`src/rtl/mul4_eval_pkg.sv`:
```
// Shared types and constants for the 2x2-bit multiplier fitness evaluator.
// Holds the FSM encoding, exhaustive stimulus words, LFSR taps and the golden product.
package mul4_eval_pkg;

   typedef enum logic [2:0] {
      IDLE,
      DRIVE,
      SETTLE,
      SCORE,
      DONE
   } state_t;

   // Lane l of these four words enumerates operand pair (a,b) = (l>>2, l&3).
   localparam logic [15:0] EXH_A1 = 16'hFF00;
   localparam logic [15:0] EXH_A0 = 16'hF0F0;
   localparam logic [15:0] EXH_B1 = 16'hCCCC;
   localparam logic [15:0] EXH_B0 = 16'hAAAA;

   // Feedback taps at bits 63, 62, 60 and 59.
   localparam logic [63:0] LFSR_TAPS = 64'hD800_0000_0000_0000;

   typedef struct packed {
      logic [15:0] y3;
      logic [15:0] y2;
      logic [15:0] y1;
      logic [15:0] y0;
   } prod_t;

   function automatic prod_t golden_product(input logic [15:0] a1, input logic [15:0] a0,
                                            input logic [15:0] b1, input logic [15:0] b0);
      prod_t p;
      p.y0 = a0 & b0;
      p.y1 = (a1 & b0) ^ (a0 & b1);
      p.y2 = a1 & b1 & ~(a0 & b0);
      p.y3 = a1 & a0 & b1 & b0;
      return p;
   endfunction

endpackage

```
`src/rtl/mul4_eval_popcount64.sv`:
```
// Combinational population count of 64 match bits, built as four 16-bit
// partial counts summed into a 7-bit result.
module mul4_eval_popcount64 (
   input  logic [63:0] bits,
   output logic [6:0]  count
);

   for (genvar gi = 0; gi < 4; gi++) begin : g_part
      logic [4:0] sum;
      always_comb begin
         sum = '0;
         for (int i = 0; i < 16; i++) begin
            sum = sum + 5'(bits[gi*16 + i]);
         end
      end
   end

   assign count = 7'(g_part[0].sum) + 7'(g_part[1].sum)
                + 7'(g_part[2].sum) + 7'(g_part[3].sum);

endmodule

```
`src/rtl/mul4_fitness_evaluator.sv`:
```
// Sequential fitness scorer for bit-sliced 2x2-bit multiplier candidates.
// Optional build macro: MUL4_EVAL_EARLY_EXIT_EN ends a run at the first imperfect vector.
module mul4_fitness_evaluator
   import mul4_eval_pkg::*;
#(
   parameter int          NUM_VECTORS = 16,
   parameter int          SETTLE_CYC  = 1,
   parameter logic [63:0] SEED        = 64'h0123_4567_89AB_CDEF,
   parameter int          FIT_W       = $clog2(NUM_VECTORS*64+1)
) (
   input  logic             clk,
   input  logic             rst,
   input  logic             start,
   output logic             busy,
   output logic             done,
   output logic [FIT_W-1:0] fitness,
   output logic             perfect,
   output logic [15:0]      dut_a1,
   output logic [15:0]      dut_a0,
   output logic [15:0]      dut_b1,
   output logic [15:0]      dut_b0,
   input  logic [15:0]      dut_y3,
   input  logic [15:0]      dut_y2,
   input  logic [15:0]      dut_y1,
   input  logic [15:0]      dut_y0
);

   localparam int               IDX_W       = (NUM_VECTORS > 1) ? $clog2(NUM_VECTORS) : 1;
   localparam logic [IDX_W-1:0] LAST_IDX    = IDX_W'(NUM_VECTORS-1);
   localparam logic [3:0]       SETTLE_LAST = 4'(SETTLE_CYC-1);
   localparam logic [FIT_W-1:0] FIT_MAX     = FIT_W'(NUM_VECTORS*64);

   state_t           state_reg, state_next;
   logic [63:0]      lfsr_reg, lfsr_next;
   logic [IDX_W-1:0] idx_reg, idx_next;
   logic [3:0]       settle_reg, settle_next;
   logic [FIT_W-1:0] acc_reg, acc_next;
   logic [FIT_W-1:0] fitness_reg, fitness_next;
   logic             perfect_reg, perfect_next;
   logic [63:0]      stim_reg, stim_next;

   prod_t            gold;
   logic [63:0]      match_bits;
   logic [6:0]       score;
   logic [FIT_W-1:0] score_sum;
   logic [63:0]      lfsr_step;
   logic             finish;

   assign gold       = golden_product(stim_reg[63:48], stim_reg[47:32], stim_reg[31:16], stim_reg[15:0]);
   assign match_bits = ~({dut_y3, dut_y2, dut_y1, dut_y0} ^ gold);

   mul4_eval_popcount64 u_popcount (
      .bits  (match_bits),
      .count (score)
   );

   assign score_sum = acc_reg + FIT_W'(score);
   assign lfsr_step = {lfsr_reg[62:0], ^(lfsr_reg & LFSR_TAPS)};

`ifdef MUL4_EVAL_EARLY_EXIT_EN
   assign finish = (idx_reg == LAST_IDX) || (score != 7'd64);
`else
   assign finish = (idx_reg == LAST_IDX);
`endif

   always_comb begin
      state_next   = state_reg;
      lfsr_next    = lfsr_reg;
      idx_next     = idx_reg;
      settle_next  = settle_reg;
      acc_next     = acc_reg;
      fitness_next = fitness_reg;
      perfect_next = perfect_reg;
      stim_next    = stim_reg;
      case (state_reg)
         IDLE: begin
            if (start) begin
               acc_next   = '0;
               lfsr_next  = SEED;
               idx_next   = '0;
               state_next = DRIVE;
            end
         end
         DRIVE: begin
            if (idx_reg == '0) begin
               stim_next = {EXH_A1, EXH_A0, EXH_B1, EXH_B0};
            end else begin
               stim_next = lfsr_reg;
            end
            settle_next = '0;
            state_next  = SETTLE;
         end
         SETTLE: begin
            if (settle_reg == SETTLE_LAST) begin
               state_next = SCORE;
            end else begin
               settle_next = settle_reg + 4'd1;
            end
         end
         SCORE: begin
            acc_next = score_sum;
            if (idx_reg != '0) begin
               lfsr_next = lfsr_step;
            end
            if (finish) begin
               // Publish at the SCORE edge so fitness is already valid during the done cycle.
               fitness_next = score_sum;
               perfect_next = (score_sum == FIT_MAX);
               state_next   = DONE;
            end else begin
               idx_next   = idx_reg + IDX_W'(1);
               state_next = DRIVE;
            end
         end
         DONE: begin
            state_next = IDLE;
         end
         default: begin
            state_next = IDLE;
         end
      endcase
   end

   always_ff @(posedge clk) begin
      if (rst) begin
         state_reg   <= IDLE;
         lfsr_reg    <= SEED;
         idx_reg     <= '0;
         settle_reg  <= '0;
         acc_reg     <= '0;
         fitness_reg <= '0;
         perfect_reg <= 1'b0;
         stim_reg    <= '0;
      end else begin
         state_reg   <= state_next;
         lfsr_reg    <= lfsr_next;
         idx_reg     <= idx_next;
         settle_reg  <= settle_next;
         acc_reg     <= acc_next;
         fitness_reg <= fitness_next;
         perfect_reg <= perfect_next;
         stim_reg    <= stim_next;
      end
   end

   assign busy    = (state_reg == DRIVE) || (state_reg == SETTLE) || (state_reg == SCORE);
   assign done    = (state_reg == DONE);
   assign fitness = fitness_reg;
   assign perfect = perfect_reg;
   assign dut_a1  = stim_reg[63:48];
   assign dut_a0  = stim_reg[47:32];
   assign dut_b1  = stim_reg[31:16];
   assign dut_b0  = stim_reg[15:0];

endmodule
```
`config.mk`:
```
export PLATFORM = sky130hd
export DESIGN_NAME = mul4_fitness_evaluator
export DESIGN_NICKNAME = d
export VERILOG_FILES = /design/src/rtl/mul4_eval_pkg.sv /design/src/rtl/mul4_eval_popcount64.sv /design/src/rtl/mul4_fitness_evaluator.sv
export SDC_FILE = /design/constraint.sdc
export NUM_CORES = 1
export LEC_CHECK = 0
export CAP_MARGIN = 15
export CELL_PAD_IN_SITES_DETAIL_PLACEMENT = 0
export CELL_PAD_IN_SITES_GLOBAL_PLACEMENT = 2
export CORE_MARGIN = 3
export CORE_UTILIZATION = 36
export DETAILED_ROUTE_END_ITERATION = 12
export PLACE_DENSITY = 0.9
export SYNTH_ARGS = -nofsm -noshare
export SYNTH_HDL_FRONTEND = slang
export SYNTH_SLANG_ARGS = --single-unit
```
`constraint.sdc`:
```
create_clock -name clk -period 16.8 [get_ports clk]
set_input_delay 2.52 -clock clk [delete_from_list [all_inputs] [get_ports clk]]
set_output_delay 2.52 -clock clk [all_outputs]
set_load 0.01 [all_outputs]
```
==> impl_metrics.tcl <==
set metrics [dict create \
    cts_tree "built" \
    die-area_sq_um 26400 \
    hold_depth 2 \
    synthToLayoutAreaGrowth_pct 26.0 \
    h-tree-depth 4 \
    leakage_nw 4.27 \
    overflow 0 \
    worstPathRequired_ns 17.14 \
    wl_per_cell_microns 19.2 \
    dp_hpwl_microns 20600 \
    ctsRootBufferMaster "clkbuf_16" \
    fin_crit_sh_pct 58.4 \
    finalWirelength_microns 27000 \
    core_sq_um 23800 \
    drive_gt1_share_pct 4.79 \
    n_antenna_cell 0 \
    regToRegStartpoint "stim_reg[16]" \
    cts_buffers 17 \
    peakVddDrop_v 0.000342 \
    grt_pass1_wl_microns 41300 \
    synth_nets 1107 \
    yosysTopAreaCell "dfxtp_1" \
    cts.sinks 162 \
    r2r-end "acc_reg[9]" \
    slew_headroom_pct 34.1 \
    clockBufferDepth 2 \
    outcome "complete, no violations" \
    rsz0062_at_grt "no" \
    num_vias 7254 \
    dieHeight_microns 163 \
    endpoint_kind "register" \
    reg2reg_depth 31 \
    grt_max_degree 51 \
    nets 1229 \
    startpoint_type "primary input" \
    drtIter0Drc 450 \
    setup_viol 0 \
    worstSetupPathType "in -> reg" \
    fp-row-count 56 \
    tns_ns 0 \
    antenna_left 0 \
    layout_min_cycle_time_ns 9.82 \
    hold_start "fitness[8]" \
    report.final.slew_viol_count 0 \
    hold_viol 0 \
    ys_seq_area_share_pct 36.8 \
    synth_top_area_share_pct 36.8 \
    cp_data_arrival_time_ns 10.16 \
    cts_resized 0 \
    pin_count 145 \
    clock_latency_ns 0.44 \
    synthArstFlopShare_pct 0 \
    worst_pin_slew_ns 0.988 \
    cp_max_fo 7 \
    power_per_cell_area_nw_per_um2 257 \
    fp.dieW_microns 163 \
    grt_pass1_vias 6992 \
    cts.clk_slew.worst_paths_ns 0.07 \
    route.detailed.drc 0 \
    avgViaCountPerCell 5.17 \
    synth_edf_count 0 \
    synth.area.top_cells "dfxtp_1 37%, fa_1 11%, ha_1 6.0%" \
    max_freq_mhz 102 \
    reg2reg_slack_ns 8.72 \
    firstDrtPassIters 4 \
    yosysWarnings 0 \
    syn_inst 950 \
    hold_class "reg -> reg" \
    finClkSkew_ns 0.0134 \
    syn_avg_cell_area_sq_um 9.29 \
    grt_usage_pct 20.4 \
    syn_area_sq_um 8820 \
    drv_cap 0 \
    gp_congestion 0.853 \
    synth_ff_type "dfxtp_1" \
    final_core_utilization_pct 46.8 \
    antenna_found_initial 0 \
    hold_end "fitness[8]" \
    cts_setup_buffers 0 \
    ys_ff_latch 162 \
    synth.distinct_cells 54 \
    hold_buffers 0 \
    portBuffers 144 \
    floorplan.initialDensity_pct 37.1 \
]
## routing by layer
metal	vias up	part of all wire (%)	track usage [%]
li1	3532	-	-
met1	3531	48	30.0
met2	170	46	31.9
met3	21	4.9	3.08
met4	0	1.0	4.46
met5	-	0	0
## cells by family after synthesis
group	count (synthesis)	synth area share, %
flops	162	36.8
xor+xnor	110	10.9
fa+ha+maj	90	16.8
mux	3	0.355
simple gates	269	13.6
compound gates	203	16.1
buf+inv	113	5.42
## worst max path at each step
stage	start	end	slack, ns
finish	dut_y0[0]	acc_reg[9]	6.98
global route	dut_y0[0]	perfect	6.54
CTS	dut_y0[0]	acc_reg[9]	6.99
detailed placement	dut_y0[0]	fitness[9]	6.53
global placement	dut_y0[0]	perfect	6.61
floorplan	dut_y0[0]	perfect	7.33
## critical path, stage by stage
cell and delay, ns:
clkdlybuf4s50_1 0.41, xor2_1 0.16, ha_1 0.27, inv_1 0.05, fa_1 0.53, fa_1 0.54, fa_1 0.52, fa_1 0.51
fa_1 0.47, fa_1 0.54, inv_1 0.06, ha_1 0.26, a21o_1 0.15, a21oi_1 0.22, xor2_1 0.13, fa_1 0.54
inv_1 0.04, ha_1 0.32, a21oi_1 0.24, nor2b_1 0.08, o21ai_0 0.14, nand2b_1 0.09, ha_1 0.41, a21oi_1 0.14
a21oi_1 0.25, a21boi_1 0.24, xnor2_1 0.10, o31ai_1 0.20
## stage by stage
step           area (sq um)  std cells  hold slack (ns)  worst slack [ns]  total power [mW]
2_1_floorplan          8820        950            0.452              7.33              1.97
3_3_place_gp          10500       1371            0.445              6.61              2.49
3_5_place_dp          10500       1371            0.452              6.53              2.49
4_1_cts               11100       1403            0.465              6.99              2.90
5_1_grt               11100       1404            0.486              6.54              3.14
6_report              11100       1404            0.463              6.98              2.86
## layout by cell type (no fill, tap or decap), drive strengths merged, types with 4 or more instances in the layout
master | Yosys | layout
buf | 27 | 7
a21oi | 32 | 32
clkbuf | 20 | 17
and2 | 4 | 4
fa | 48 | 48
nor3 | 10 | 10
nand4 | 19 | 19
a211oi | 4 | 4
o21ai | 11 | 11
nor2 | 74 | 74
nor2b | 6 | 6
xnor2 | 53 | 53
a21o | 12 | 12
inv | 65 | 74
clkdlybuf4s50 | 0 | 143
clkinv | 1 | 6
nand2 | 116 | 116
a22o | 50 | 50
dfxtp | 162 | 162
ha | 42 | 42
xor2 | 57 | 57
o22ai | 65 | 65
a22oi | 17 | 17
nand3 | 26 | 26
## cell type report
class                           instances  area [sq um]
Tap cell                              319           399
Clock buffer                           17           425
Fill cell                            2282         12600
Clock inverter                         15           203
Inverter                               66           248
Multi-Input combinational cell        675          5110
Sequential cell                       162          3240
Timing Repair Buffer                  150          1480
## where the power goes
| group | switching [mW] | internal [mW] |
|---|---|---|
| Sequential | 0.0327 | 0.401 |
| Clock | 0.186 | 0.217 |
| Combinational | 1.16 | 0.858 |
## synth_stat cells, drive strengths merged (3+ instances only)
master,number
a211oi,4
a21o,12
a21oi,32
a22o,50
a22oi,17
and2,4
and3b,3
buf,27
clkbuf,20
dfxtp,162
fa,48
ha,42
inv,65
nand2,116
nand3,26
nand4,19
nor2,74
nor2b,6
nor3,10
nor4,3
o21ai,11
o22ai,65
or2,3
xnor2,53
xor2,57
(Power assumes the default switching activity.)
